--- config.mk ---
export PLATFORM = sky130hd
export DESIGN_NAME = multi_cke_generator
export DESIGN_NICKNAME = d
export VERILOG_FILES = /design/src/rtl/cke_gen_pkg.sv /design/src/rtl/cke_channel.sv /design/src/rtl/multi_cke_generator.sv
export SDC_FILE = /design/constraint.sdc
export NUM_CORES = 1
export LEC_CHECK = 0
export BUFFER_PORTS_ARGS = -buffer_cell sky130_fd_sc_hd__buf_4
export CORE_MARGIN = 2
export CORE_UTILIZATION = 40
export CTS_CLUSTER_DIAMETER = 120
export DETAILED_ROUTE_END_ITERATION = 7
export GPL_ROUTABILITY_DRIVEN = 0
export SLEW_MARGIN = 25
export SYNTH_ARGS = -nofsm -noshare
export SYNTH_HDL_FRONTEND = slang
export SYNTH_HIERARCHICAL = 1
export SYNTH_SLANG_ARGS = --single-unit
--- constraint.sdc ---
create_clock -name iSysClk -period 1.6 [get_ports iSysClk]
set_input_delay 0.16 -clock iSysClk [delete_from_list [all_inputs] [get_ports iSysClk]]
set_output_delay 0.16 -clock iSysClk [all_outputs]
set_load 0.1 [all_outputs]
--- src/rtl/cke_gen_pkg.sv ---
// Shared encodings and helpers for the multi-channel clock-enable generator.
package cke_gen_pkg;

  localparam logic MODE_PERIODIC = 1'b0;
  localparam logic MODE_ONESHOT  = 1'b1;

  typedef enum logic {
    ST_IDLE = 1'b0,
    ST_RUN  = 1'b1
  } ch_state_t;

  // Bits needed to hold value (at least one).
  function automatic int fBitWidth(input int value);
    int w;
    w = 1;
    for (int i = 1; i < 32; i++) begin
      if ((value >> i) != 0) w = i + 1;
    end
    return w;
  endfunction

endpackage

--- src/rtl/cke_channel.sv ---
// One clock-enable channel: IDLE/RUN control, tick counter,
// divisor/mode latches and the registered enable pulse.
module cke_channel
  import cke_gen_pkg::*;
#(
  parameter int pDivWidth = 16
) (
  input  logic                 clk,
  input  logic                 rst,
  input  logic                 tick,
  input  logic [pDivWidth-1:0] div,
  input  logic                 mode,
  input  logic                 start,
  input  logic                 stop,
  input  logic                 hold,
  output logic                 cke,
  output logic                 busy
);

  ch_state_t            state;
  ch_state_t            state_nx;
  logic [pDivWidth-1:0] cnt;
  logic [pDivWidth-1:0] cnt_nx;
  logic [pDivWidth-1:0] div_q;
  logic [pDivWidth-1:0] div_nx;
  logic                 mode_q;
  logic                 mode_nx;
  logic                 cke_nx;
  logic                 count_en;
  logic                 hit;

  assign count_en = tick && !hold;
  assign hit      = count_en && (cnt == div_q);

  always_comb begin
    state_nx = state;
    cnt_nx   = cnt;
    div_nx   = div_q;
    mode_nx  = mode_q;
    cke_nx   = 1'b0;
    unique case (state)
      ST_IDLE: begin
        if (start && !stop) begin
          state_nx = ST_RUN;
          cnt_nx   = '0;
          div_nx   = div;
          mode_nx  = mode;
        end
      end
      ST_RUN: begin
        // stop beats start; restart never emits a pulse
        if (stop) begin
          state_nx = ST_IDLE;
        end else if (start) begin
          cnt_nx  = '0;
          div_nx  = div;
          mode_nx = mode;
        end else if (hit) begin
          cnt_nx = '0;
          cke_nx = 1'b1;
          if (mode_q == MODE_ONESHOT) begin
            state_nx = ST_IDLE;
          end
        end else if (count_en) begin
          cnt_nx = cnt + pDivWidth'(1);
        end
      end
      default: begin
        state_nx = ST_IDLE;
      end
    endcase
  end

  always_ff @(posedge clk) begin
    if (rst) begin
      state  <= ST_IDLE;
      cnt    <= '0;
      div_q  <= '0;
      mode_q <= MODE_PERIODIC;
      cke    <= 1'b0;
    end else begin
      state  <= state_nx;
      cnt    <= cnt_nx;
      div_q  <= div_nx;
      mode_q <= mode_nx;
      cke    <= cke_nx;
    end
  end

  assign busy = (state == ST_RUN);

endmodule

--- src/rtl/multi_cke_generator.sv ---
// Shared free-running prescaler feeding pChNum independent
// clock-enable channels.
module multi_cke_generator
  import cke_gen_pkg::*;
#(
  parameter int pChNum    = 4,
  parameter int pDivWidth = 16,
  parameter int pPreDiv   = 1
) (
  input  logic                        iSysClk,
  input  logic                        iSysRst,
  input  logic [pChNum*pDivWidth-1:0] iDiv,
  input  logic [pChNum-1:0]           iMode,
  input  logic [pChNum-1:0]           iStart,
  input  logic [pChNum-1:0]           iStop,
  input  logic [pChNum-1:0]           iHold,
  output logic [pChNum-1:0]           oCke,
  output logic [pChNum-1:0]           oBusy,
  output logic                        oTick
);

  localparam int PreW = fBitWidth(pPreDiv - 1);

  logic [PreW-1:0] pre_cnt;
  logic            pre_wrap;

  // With pPreDiv=1 the count stays at 0 and wraps every cycle.
  assign pre_wrap = (pre_cnt == PreW'(pPreDiv - 1));

  always_ff @(posedge iSysClk) begin
    if (iSysRst) begin
      pre_cnt <= '0;
      oTick   <= 1'b0;
    end else begin
      oTick   <= pre_wrap;
      pre_cnt <= pre_wrap ? '0 : pre_cnt + PreW'(1);
    end
  end

  for (genvar g = 0; g < pChNum; g++) begin : g_ch
    cke_channel #(
      .pDivWidth(pDivWidth)
    ) u_ch (
      .clk  (iSysClk),
      .rst  (iSysRst),
      .tick (oTick),
      .div  (iDiv[g*pDivWidth +: pDivWidth]),
      .mode (iMode[g]),
      .start(iStart[g]),
      .stop (iStop[g]),
      .hold (iHold[g]),
      .cke  (oCke[g]),
      .busy (oBusy[g])
    );
  end

endmodule

==> flow_summary_export.csv <==
group,metric,value,unit
run_status,status,"complete, but fails checks",
run_status,failed_checks,"negative setup slack",
clock_tree,root_buffer,"clkbuf_16",
setup_path,cp_slowest_stage_delay,370,ps
finish,final_area,11000,sq um
clock_tree,clock-sinks,142,
detailed_routing,drc_errors,0,
min_path,hp-class,"primary input to register",
setup_path,required,1900,ps
detailed_routing,wirelength,20500,microns
sta,fin_crit_sh,111,%
global_route,overflow,0,
place,dp.cells,1286,
finish,drive_gt1_share,34.3,%
finish,final_cell_mix,"buf_4, nand2_1, dfxtp_1",
die,chipWidth,139,microns
detailed_routing,ant_nets,0,
setup_path,cp-start-kind,"register",
synthesis,netlist_area,7260,sq um
setup_path,worstSetupPathDepth,7,
global_route,antenna_found_initial,0,
clock_tree,cts_htree_levels,4,
setup_path,crit_buf_inv,1,
place,dp_hpwl,13800,microns
detailed_routing,first_iter_violations,389,
setup_path,path_delay_family,"simple AND/OR/NAND/NOR gates",
finish,nets,1242,
detailed_routing,vias_per_cell,5.09,
place,port_buffers,90,
sta,slew_violations,0,
finish,layout_commonest_cell,"buf_4",
synthesis,ys_warn_count,6,
synthesis,postSynth.asyncResetShare,0,%
setup_path,critPathLaunch,"g_ch[0].u_ch/cnt[14]",
global_route,track_usage,20.9,%
min_path,hold_depth,3,
finish,layoutNonFillerInstCount,1398,
synthesis,synthFlopType,"dfxtp_1",
place,placed_area,9080,sq um
setup_path,cp.arrival,2080,ps
synthesis,avgSynthCellArea,8.34,sq um
clock_tree,clock_latency,420,ps
die,die_area,19200,sq um
pwr,p_leak,4.68,nW
detailed_routing,drt-pass1-iter-count,5,
run,max_cap_violations,0,
sta,skew,7.35,ps
die,fp-row-count,49,
setup_path,cp_max_fo,5,
setup_path,crit_slowest_cell,"nor4_4",
min_path,min-delay-start,"iDiv[1]",
sta,setup_viol_count_final,53,
synthesis,synth_cells,870,
die,die_y,139,microns
clock_tree,cts_tree,"built",
sta,period_needed,1780,ps
sta,relSlewSlack,64.3,%
setup_path,timing.rr.start,"g_ch[0].u_ch/cnt[14]",
synthesis,seq_area_frac_synth,39.2,%
global_route,grt_pass1_wl,33300,microns
pwr,pwr_density_cell,838,nW/um^2
clock_tree,path_clk_slew,60,ps
setup_path,path_cells,"xnor2_2 > nand4_1 > nor4_4 > a31oi_4 > buf_6 > a31oi_4 > mux2i_1",
sta,tns,-4120,ps
finish,diodes,0,
global_route,grt_pass1_vias,6997,
sta,hold_viol,0,
finish,syn_to_final_growth,51.1,%
detailed_routing,vias,7119,
pwr,ir_drop,0.772,mV
detailed_routing,routedWlPerCell,14.6,microns
global_route,grt_max_degree,44,
synthesis,synth_cell_type_count,50,
synthesis,synth_seq_cells,142,
synthesis,synth_edf_count,0,
sta,maxClockFrequency,562,MHz
die,boundaryPins,91,
clock_tree,cts_buffers,17,
setup_path,cp-end-kind,"register",
sta,worst_slack,-179,ps
synthesis,syn_nets,956,
clock_tree,clockBufferDepth,2,
sta,rsz0062_at_grt,"yes",
die,core-area,17900,sq um
setup_path,r2r_cells,7,
setup_path,cp_common_cell,"a31oi_4",
setup_path,path_class,"register to register",
sta,worst_slew_pin_slew,534,ps
die,start_util,40.5,%
sta,holdWs,9.97,ps
timing repair:
action | 4_1_cts | 5_1_grt
resized for setup | 43 | 61
hold buffers | 63 | 0
setup endpoints to repair | 54 | 70
cloned | 1 | 1
pin swaps | 42 | 47
buffers inserted | 8 | 8
endpoints found under the hold margin | 64 | 0
cells by family after synthesis:
group           Yosys count  share of synthesized area [%]
simple gates            424                           29.7
compound gates          159                           15.7
flops                   142                           39.2
xor+xnor                 87                           10.5
buf+inv                  51                           3.84
fa+ha+maj                 4                          0.690
mux                       2                          0.276
other cells               1                         0.0517
path summary, 6_finish.rpt:
kind | slack (ps) | to
setup / recovery | -180 | g_ch[0].u_ch/cnt[12]
hold / removal | 10 | g_ch[0].u_ch/div_q[1]
setup reg to reg | -180 | g_ch[0].u_ch/cnt[12]
hold reg to reg | 380 | oTick
flip-flops by register name, summed over array words and instances, names as in the netlist:
name	cells
g_ch.u_ch/busy	4
g_ch.u_ch/cke	4
g_ch.u_ch/cnt	64
g_ch.u_ch/div_q	64
g_ch.u_ch/mode_q	4
oTick	1
pre_cnt	1
power by group:
part / internal [mW] / switching, mW / leakage (nW) / total (mW)
sequential: 3.62 / 0.0678 / 1.17 / 3.69
clock: 2.61 / 1.54 / 0.311 / 4.14
combinational: 0.680 / 0.682 / 3.20 / 1.36
cell type report:
class,instances,area [sq um]
fillers,1558,6930
multi-input cells,678,4540
flip-flops and latches,142,2900
repair buffers,304,2570
clock buffers,24,524
well taps,229,287
clock inverters,8,97.6
inverters,13,48.8
metal layers:
metal  share of wire, %  global-route usage, %  vias to the layer above  wire (microns)
met2                 50                   35.7                      113           10200
met5                  0                      0                        -               0
met3                2.6                   3.69                       19             542
li1                   -                      -                     3624               -
met4               0.91                   5.48                        0             186
met1                 47                   27.5                     3363            9590
Yosys cell counts, types with 4 or more instances:
library cell,number,area [sq um]
ha_1,4,50.1
nor4_4,9,191
o221ai_1,6,52.6
nor4_1,4,25.0
buf_6,11,124
and3_1,15,93.8
nor2b_1,4,25.0
nor3_1,4,20.0
nor3b_1,4,30.0
o2111ai_1,12,105
clkbuf_1,23,86.3
o211ai_1,7,52.6
nand2b_1,7,43.8
inv_1,13,48.8
nand2_1,202,758
xor2_1,68,596
nand4_1,22,138
nand2_2,4,25.0
and4_1,5,43.8
nor4_2,5,62.6
buf_2,4,20.0
a31oi_1,7,43.8
o21ai_1,15,75.1
xnor2_1,19,166
a21oi_1,70,350
nand3_1,47,235
dfxtp_1,142,2840
o2111ai_2,6,90.1
o311ai_1,7,61.3
o21ai_0,4,20.0
o211ai_2,9,113
nor2_1,70,263
and2_1,7,43.8
worst min-delay path: stages:
cell	delay (ps)
buf_4	110
nand2_1	50
a21oi_1	60
through the flow:
step | util [%] | power, mW | worst slack [ps]
CTS | 59.1 | 9.15 | -162
detailed placement | 50.7 | 4.77 | -183
floorplan | - | 4.35 | -37.4
global placement | 50.7 | 4.76 | -145
global route | 61.3 | 9.54 | -333
finish | 61.3 | 9.19 | -179
Note: power is estimated with default switching activity, not from simulation.
